===== src/rtl/datapath_pkg.sv =====
`default_nettype none
// +----------------------------------------------------------------------+
// | datapath_pkg : shared opcodes, INSTR layout and sequencer states      |
// | Rev 1.0                                                              |
// +----------------------------------------------------------------------+
package datapath_pkg;

  localparam int DW_DEF = 16;
  localparam int AW_DEF = 3;

  localparam logic [3:0] FS_MOVA  = 4'b0000;
  localparam logic [3:0] FS_INCA  = 4'b0001;
  localparam logic [3:0] FS_ADD   = 4'b0010;
  localparam logic [3:0] FS_ADDC  = 4'b0011;
  localparam logic [3:0] FS_ADDNB = 4'b0100;
  localparam logic [3:0] FS_SUB   = 4'b0101;
  localparam logic [3:0] FS_DECA  = 4'b0110;
  localparam logic [3:0] FS_TRA   = 4'b0111;
  localparam logic [3:0] FS_AND   = 4'b1000;
  localparam logic [3:0] FS_OR    = 4'b1001;
  localparam logic [3:0] FS_XOR   = 4'b1010;
  localparam logic [3:0] FS_NOTA  = 4'b1011;
  localparam logic [3:0] FS_MOVB  = 4'b1100;
  localparam logic [3:0] FS_SHRB  = 4'b1101;
  localparam logic [3:0] FS_SHLB  = 4'b1110;
  localparam logic [3:0] FS_HOLD  = 4'b1111;

  localparam int FS_MSB = 15;
  localparam int FS_LSB = 12;
  localparam int DA_MSB = 11;
  localparam int DA_LSB = 9;
  localparam int AA_MSB = 8;
  localparam int AA_LSB = 6;
  localparam int BA_MSB = 5;
  localparam int BA_LSB = 3;
  localparam int MB_BIT = 2;
  localparam int RW_BIT = 1;

  localparam logic [1:0] S_IDLE  = 2'b00;
  localparam logic [1:0] S_FETCH = 2'b01;
  localparam logic [1:0] S_EXEC  = 2'b10;
  localparam logic [1:0] S_WB    = 2'b11;

  typedef struct packed {
    logic [3:0] fs;
    logic [2:0] da;
    logic [2:0] aa;
    logic [2:0] ba;
    logic       mb;
    logic       rw;
  } instr_t;

  // Bit 0 of INSTR is reserved, so only [15:1] is decoded.
  function automatic instr_t decode(input logic [15:1] w);
    instr_t d;
    d.fs = w[FS_MSB:FS_LSB];
    d.da = w[DA_MSB:DA_LSB];
    d.aa = w[AA_MSB:AA_LSB];
    d.ba = w[BA_MSB:BA_LSB];
    d.mb = w[MB_BIT];
    d.rw = w[RW_BIT];
    return d;
  endfunction

endpackage
`default_nettype wire


===== src/rtl/regfile_2r1w.sv =====
`default_nettype none
// +----------------------------------------------------------------------+
// | regfile_2r1w : 2**AW x DW register file, 2 async reads + debug read,  |
// | one synchronous write. Rev 1.0                                        |
// +----------------------------------------------------------------------+
module regfile_2r1w #(
  parameter int DW = 16,
  parameter int AW = 3
) (
  input  logic          CLK,
  input  logic          RESET,
  input  logic          i_we,
  input  logic [AW-1:0] i_waddr,
  input  logic [DW-1:0] i_wdata,
  input  logic [AW-1:0] i_raddr_a,
  output logic [DW-1:0] o_rdata_a,
  input  logic [AW-1:0] i_raddr_b,
  output logic [DW-1:0] o_rdata_b,
  input  logic [AW-1:0] i_dbg_addr,
  output logic [DW-1:0] o_dbg_data
);

  localparam int c_DEPTH = 2 ** AW;

  logic [DW-1:0] r_mem [c_DEPTH];

  always_ff @(posedge CLK or posedge RESET) begin
    if (RESET) begin
      for (int i = 0; i < c_DEPTH; i++) r_mem[i] <= '0;
    end else if (i_we) begin
      r_mem[i_waddr] <= i_wdata;
    end
  end

  assign o_rdata_a  = r_mem[i_raddr_a];
  assign o_rdata_b  = r_mem[i_raddr_b];
  assign o_dbg_data = r_mem[i_dbg_addr];

endmodule
`default_nettype wire


===== src/rtl/datapath_seq.sv =====
`default_nettype none
// +----------------------------------------------------------------------+
// | datapath_seq : operand-fetch / write-back sequencer around the        |
// | function unit. Rev 1.0                                                |
// +----------------------------------------------------------------------+
module datapath_seq
  import datapath_pkg::*;
#(
  parameter int DW     = DW_DEF,
  parameter int AW     = AW_DEF,
  parameter int SETTLE = 1
) (
  input  logic          CLK,
  input  logic          RESET,
  input  logic [15:0]   INSTR,
  input  logic          IVALID,
  output logic          IREADY,
  output logic [3:0]    FU_FS,
  output logic [DW-1:0] FU_A,
  output logic [DW-1:0] FU_B,
  input  logic [DW-1:0] FU_D,
  input  logic          FU_V,
  input  logic          FU_C,
  input  logic          FU_N,
  input  logic          FU_Z,
  output logic [3:0]    STATUS,
  output logic          BUSY,
  input  logic [AW-1:0] DBG_ADDR,
  output logic [DW-1:0] DBG_DATA
);

  localparam int              c_CW   = (SETTLE > 1) ? $clog2(SETTLE) : 1;
  localparam logic [c_CW-1:0] c_LAST = c_CW'(SETTLE - 1);

  logic [1:0]      r_state;
  logic [1:0]      w_next;
  instr_t          r_ir;
  logic [c_CW-1:0] r_cnt;
  logic [3:0]      r_fs;
  logic [DW-1:0]   r_a;
  logic [DW-1:0]   r_b;
  logic [3:0]      r_status;
  logic [DW-1:0]   w_rdata_a;
  logic [DW-1:0]   w_rdata_b;
  logic            w_we;
  logic            w_accept;
  logic            w_unused_rsvd;

  assign w_unused_rsvd = INSTR[0];
  assign w_accept      = IVALID && (r_state == S_IDLE);

  always_ff @(posedge CLK or posedge RESET) begin
    if (RESET) r_state <= S_IDLE;
    else       r_state <= w_next;
  end

  always_comb begin
    w_next = r_state;
    case (r_state)
      S_IDLE:  if (IVALID) w_next = S_FETCH;
      S_FETCH: w_next = S_EXEC;
      S_EXEC:  if (r_cnt == c_LAST) w_next = S_WB;
      S_WB:    w_next = S_IDLE;
      default: w_next = S_IDLE;
    endcase
  end

  always_comb begin
    IREADY = (r_state == S_IDLE);
    BUSY   = (r_state != S_IDLE);
    w_we   = (r_state == S_WB) && r_ir.rw;
  end

  // Operand registers only move in FETCH so the function unit sees no
  // input activity while the sequencer is idle.
  always_ff @(posedge CLK or posedge RESET) begin
    if (RESET) begin
      r_ir     <= '0;
      r_cnt    <= '0;
      r_fs     <= FS_HOLD;
      r_a      <= '0;
      r_b      <= '0;
      r_status <= '0;
    end else begin
      if (w_accept) r_ir <= decode(INSTR[15:1]);
      r_cnt <= (r_state == S_EXEC) ? r_cnt + 1'b1 : '0;
      if (r_state == S_FETCH) begin
        r_fs <= r_ir.fs;
        r_a  <= w_rdata_a;
        r_b  <= r_ir.mb ? DW'(r_ir.ba) : w_rdata_b;
      end
      if (r_state == S_WB) r_status <= {FU_V, FU_C, FU_N, FU_Z};
    end
  end

  assign FU_FS  = r_fs;
  assign FU_A   = r_a;
  assign FU_B   = r_b;
  assign STATUS = r_status;

  regfile_2r1w #(
    .DW (DW),
    .AW (AW)
  ) u_rf (
    .CLK        (CLK),
    .RESET      (RESET),
    .i_we       (w_we),
    .i_waddr    (r_ir.da),
    .i_wdata    (FU_D),
    .i_raddr_a  (r_ir.aa),
    .o_rdata_a  (w_rdata_a),
    .i_raddr_b  (r_ir.ba),
    .o_rdata_b  (w_rdata_b),
    .i_dbg_addr (DBG_ADDR),
    .o_dbg_data (DBG_DATA)
  );

endmodule
`default_nettype wire

===== config.mk =====
export PLATFORM = sky130hd
export DESIGN_NAME = datapath_seq
export DESIGN_NICKNAME = d
export VERILOG_FILES = /design/src/rtl/datapath_pkg.sv /design/src/rtl/regfile_2r1w.sv /design/src/rtl/datapath_seq.sv
export SDC_FILE = /design/constraint.sdc
export NUM_CORES = 1
export LEC_CHECK = 0
export ABC_CLOCK_PERIOD_IN_PS = 11640
export CAP_MARGIN = 20
export CORE_MARGIN = 4
export CORE_UTILIZATION = 60
export CTS_CLUSTER_SIZE = 20
export DETAILED_ROUTE_END_ITERATION = 8
export GPL_TIMING_DRIVEN = 0
export PLACE_DENSITY = 0.8
export SYNTH_ARGS = -nofsm -noshare
export SYNTH_HDL_FRONTEND = slang
export SYNTH_SLANG_ARGS = --single-unit

===== constraint.sdc =====
create_clock -name CLK -period 11.64 [get_ports CLK]
set_input_delay 2.328 -clock CLK [delete_from_list [all_inputs] [get_ports CLK]]
set_output_delay 2.328 -clock CLK [all_outputs]
set_load 0.01 [all_outputs]

==> run metrics <==
Clk pin slew, worst setup/hold paths 0.07 ns; FP Rows 47; total CTS buffers 17; vias roughly 7500; Worst R2R Start r_state[0]$_DFFE_PP0P_; unrepaired setup endpoints after global routing false; Reg2Reg Setup Slack 9.18 ns; WS Path Type in2out; #FFs+latches synth 186; antenna-violating nets left 0; DRC 0; internal power 2.23 mW; max cap viols 0; 1st-pass router iterations 5; Worst EP arrival roughly 4.6 ns; Mapped Area 10300 sq um; routed len/inst 28.6 um; # clock sinks 186; Final nets between 900 and 1000; ys async rst share 100%; diode count 0; Worst VDD drop 154 uV; combinational power share around 50%; Final Cycle Share 59.9%; Main synth FF type dfrtp_1; Tightest Pin Transition approximately 1.1 ns; Clk Tree Root Cell clkbuf_16; Max Clk Rate 143 MHz; vias in the first global route 7954; Post-CTS Setup Bufs 0; Remaining Overflow, GRT 0; Die Area ~19000 sq um; Final setup viols 0; final hold vios 0; gp weighted congestion a little over 0.9; Net Sw Frac between 30% and 40%; final WL 31.3 mm; die height 139 um; Yosys top cell by area dfrtp_1; relative slew slack 29.7%; Fin Setup TNS 0 ns; # fillers 1139; crit end category output port; Hold Path Cell Cnt 1; Hold Buf Count CTS 0; Pwr per Cell Area roughly 300 nW/um^2; worst hold-check path type reg2reg; layout cells sized above 1 33.6%; sequential power share 34.4%; Switching Power 1.43 mW; CTS Buffer Depth 2; area grow syn2layout 18.3%; synthesized instance count 746; clock power share 16.6%; clock skew 0.0126 ns; CTS tree yes; commonest non-fill, non-tap cell in the layout dfrtp_1; Hold EP r_cnt$_DFF_PP0_; first-pass GRT wire length approximately 48 mm; initial antenna violation count 0; sequential-to-total area share from yosys stat 45.3%; Syn Nets around 800; critical hold path startpoint r_cnt$_DFF_PP0_; Horiz. Die Dim ~140 um; hpwl dp 20.1 mm; Avg Cell Area, Syn about 14 sq um; top-area cell type share of the netlist area between 40 and 50%; fin crit period 6.97 ns; commonest non-fill, non-tap cells in the layout 182 x dfrtp_1, 154 x mux2_2, 121 x mux2i_1, 95 x clkdlybuf4s50_1, 42 x a22oi_1; Vias/cell 6.88; DR iter-0 viols approximately 760; status finished clean; critical path data required time 9.31 ns; Critical Path Source DBG_ADDR[2]; Core Area 16700 sq um; Reg2Reg Depth 6; CP Max Fanout 10; Pleak 5.52 nW; clk_lat worst skew 0.45 ns; largest net degree at the start of global routing 113; Netlist cell types 42; H-tree depth 4; top cells by area, synth dfrtp_1 44%, mux2_2 17%, mux2i_1 12%; Post-synth EDFFs 0; Yosys warnings 0; Starting Density 61.6%; I/O pin total 100; Resized cells post-CTS 0; r2r endpoint u_rf.r_mem[75]$_DFFE_PP0P_; gr usage total between 30 and 40%; Setup crit start kind input pin; Port Buffers 95; total power ~3.7 mW; Slew Limit Fails 0
==> power groups by stage <==
stage          clock, mW  sequential, mW  combinational, mW
2_1_floorplan          0            1.19               1.18
3_3_place_gp           0            1.22               1.71
3_5_place_dp           0            1.25               1.75
4_1_cts            0.614            1.25               1.77
5_1_grt            0.641            1.30               1.88
6_report           0.609            1.26               1.79
==> critical path, cell delays in order <==
cell,delay (ns)
buf_1,0.51
clkbuf_1,0.85
mux2_2,0.45
clkdlybuf4s50_1,0.49
==> how the worst max path moves through the flow <==
| stage | to | slack (ns) |
|---|---|---|
| global placement | FU_B[2]$_DFFE_PP0N_ | 2.04 |
| CTS | DBG_DATA[5] | 4.72 |
| detailed placement | DBG_DATA[5] | 4.73 |
| finish | DBG_DATA[5] | 4.67 |
| global route | DBG_DATA[13] | 4.70 |
| floorplan | FU_A[0]$_DFFE_PP0N_ | 4.26 |
==> sequential cells by signal, summed over array words and instances, names as in the netlist <==
signal and cells:
r_state 2, r_cnt 1, FU_A 16, STATUS 4, u_rf.r_mem 128, FU_FS 4
FU_B 16, r_ir 15
==> area by class of cell <==
cell class	instances	area, sq um	share of cell area, %
repair buffers	96	978	8.04
clock inverters	8	106	0.874
inverters	6	30.0	0.247
clock buffers	24	512	4.21
plain buffers	56	332	2.73
well taps	220	275	2.26
flip-flops and latches	186	4660	38.3
multi-input cells	498	5270	43.3
==> synth_stat cells (2+ instances only) <==
| cell type | count |
|---|---|
| a221o_1 | 2 |
| a22oi_1 | 42 |
| a32o_1 | 13 |
| a41o_1 | 17 |
| and2b_1 | 2 |
| buf_1 | 2 |
| buf_2 | 25 |
| buf_4 | 5 |
| buf_6 | 8 |
| clkbuf_1 | 15 |
| dfrtp_1 | 182 |
| dfstp_2 | 4 |
| ha_1 | 5 |
| inv_1 | 6 |
| mux2_2 | 154 |
| mux2_4 | 20 |
| mux2i_1 | 121 |
| mux4_2 | 32 |
| nand2_1 | 19 |
| nand3_1 | 19 |
| nor2_1 | 6 |
| nor2_4 | 2 |
| nor2_8 | 2 |
| nor2b_1 | 23 |
| nor3_4 | 2 |
| nor3b_1 | 2 |
==> routing by layer <==
metal	part of all wire, %	global-route usage [%]	vias to the layer above	routed length, um
met5	0	0	-	0
met4	3.8	14.8	0	1180
met3	8.3	7.07	92	2590
met2	48	52.5	426	15100
met1	40	43.1	3929	12400
li1	-	-	3076	-
==> cell families (layout without fill, tap and decap cells) <==
kind of cell    Yosys count  after routing  share of synthesized area (%)
mux                     328            328                           38.7
flops                   186            186                           45.3
simple gates             86             86                           5.38
compound gates           79             79                           6.58
buf+inv                  62            190                           3.44
fa+ha+maj                 5              5                          0.608
==> through the flow <==
stage	utilization, %	area, sq um	hold slack [ns]	std cells	setup slack, ns
3_5_place_dp	69.1	11500	0.437	1062	4.73
2_1_floorplan	-	10300	0.403	746	4.26
5_1_grt	72.8	12200	0.478	1094	4.70
3_3_place_gp	68.9	11500	0.419	1061	2.04
4_1_cts	72.8	12200	0.454	1094	4.72
6_report	72.8	12200	0.449	1094	4.67
(Power assumes the default switching activity.)
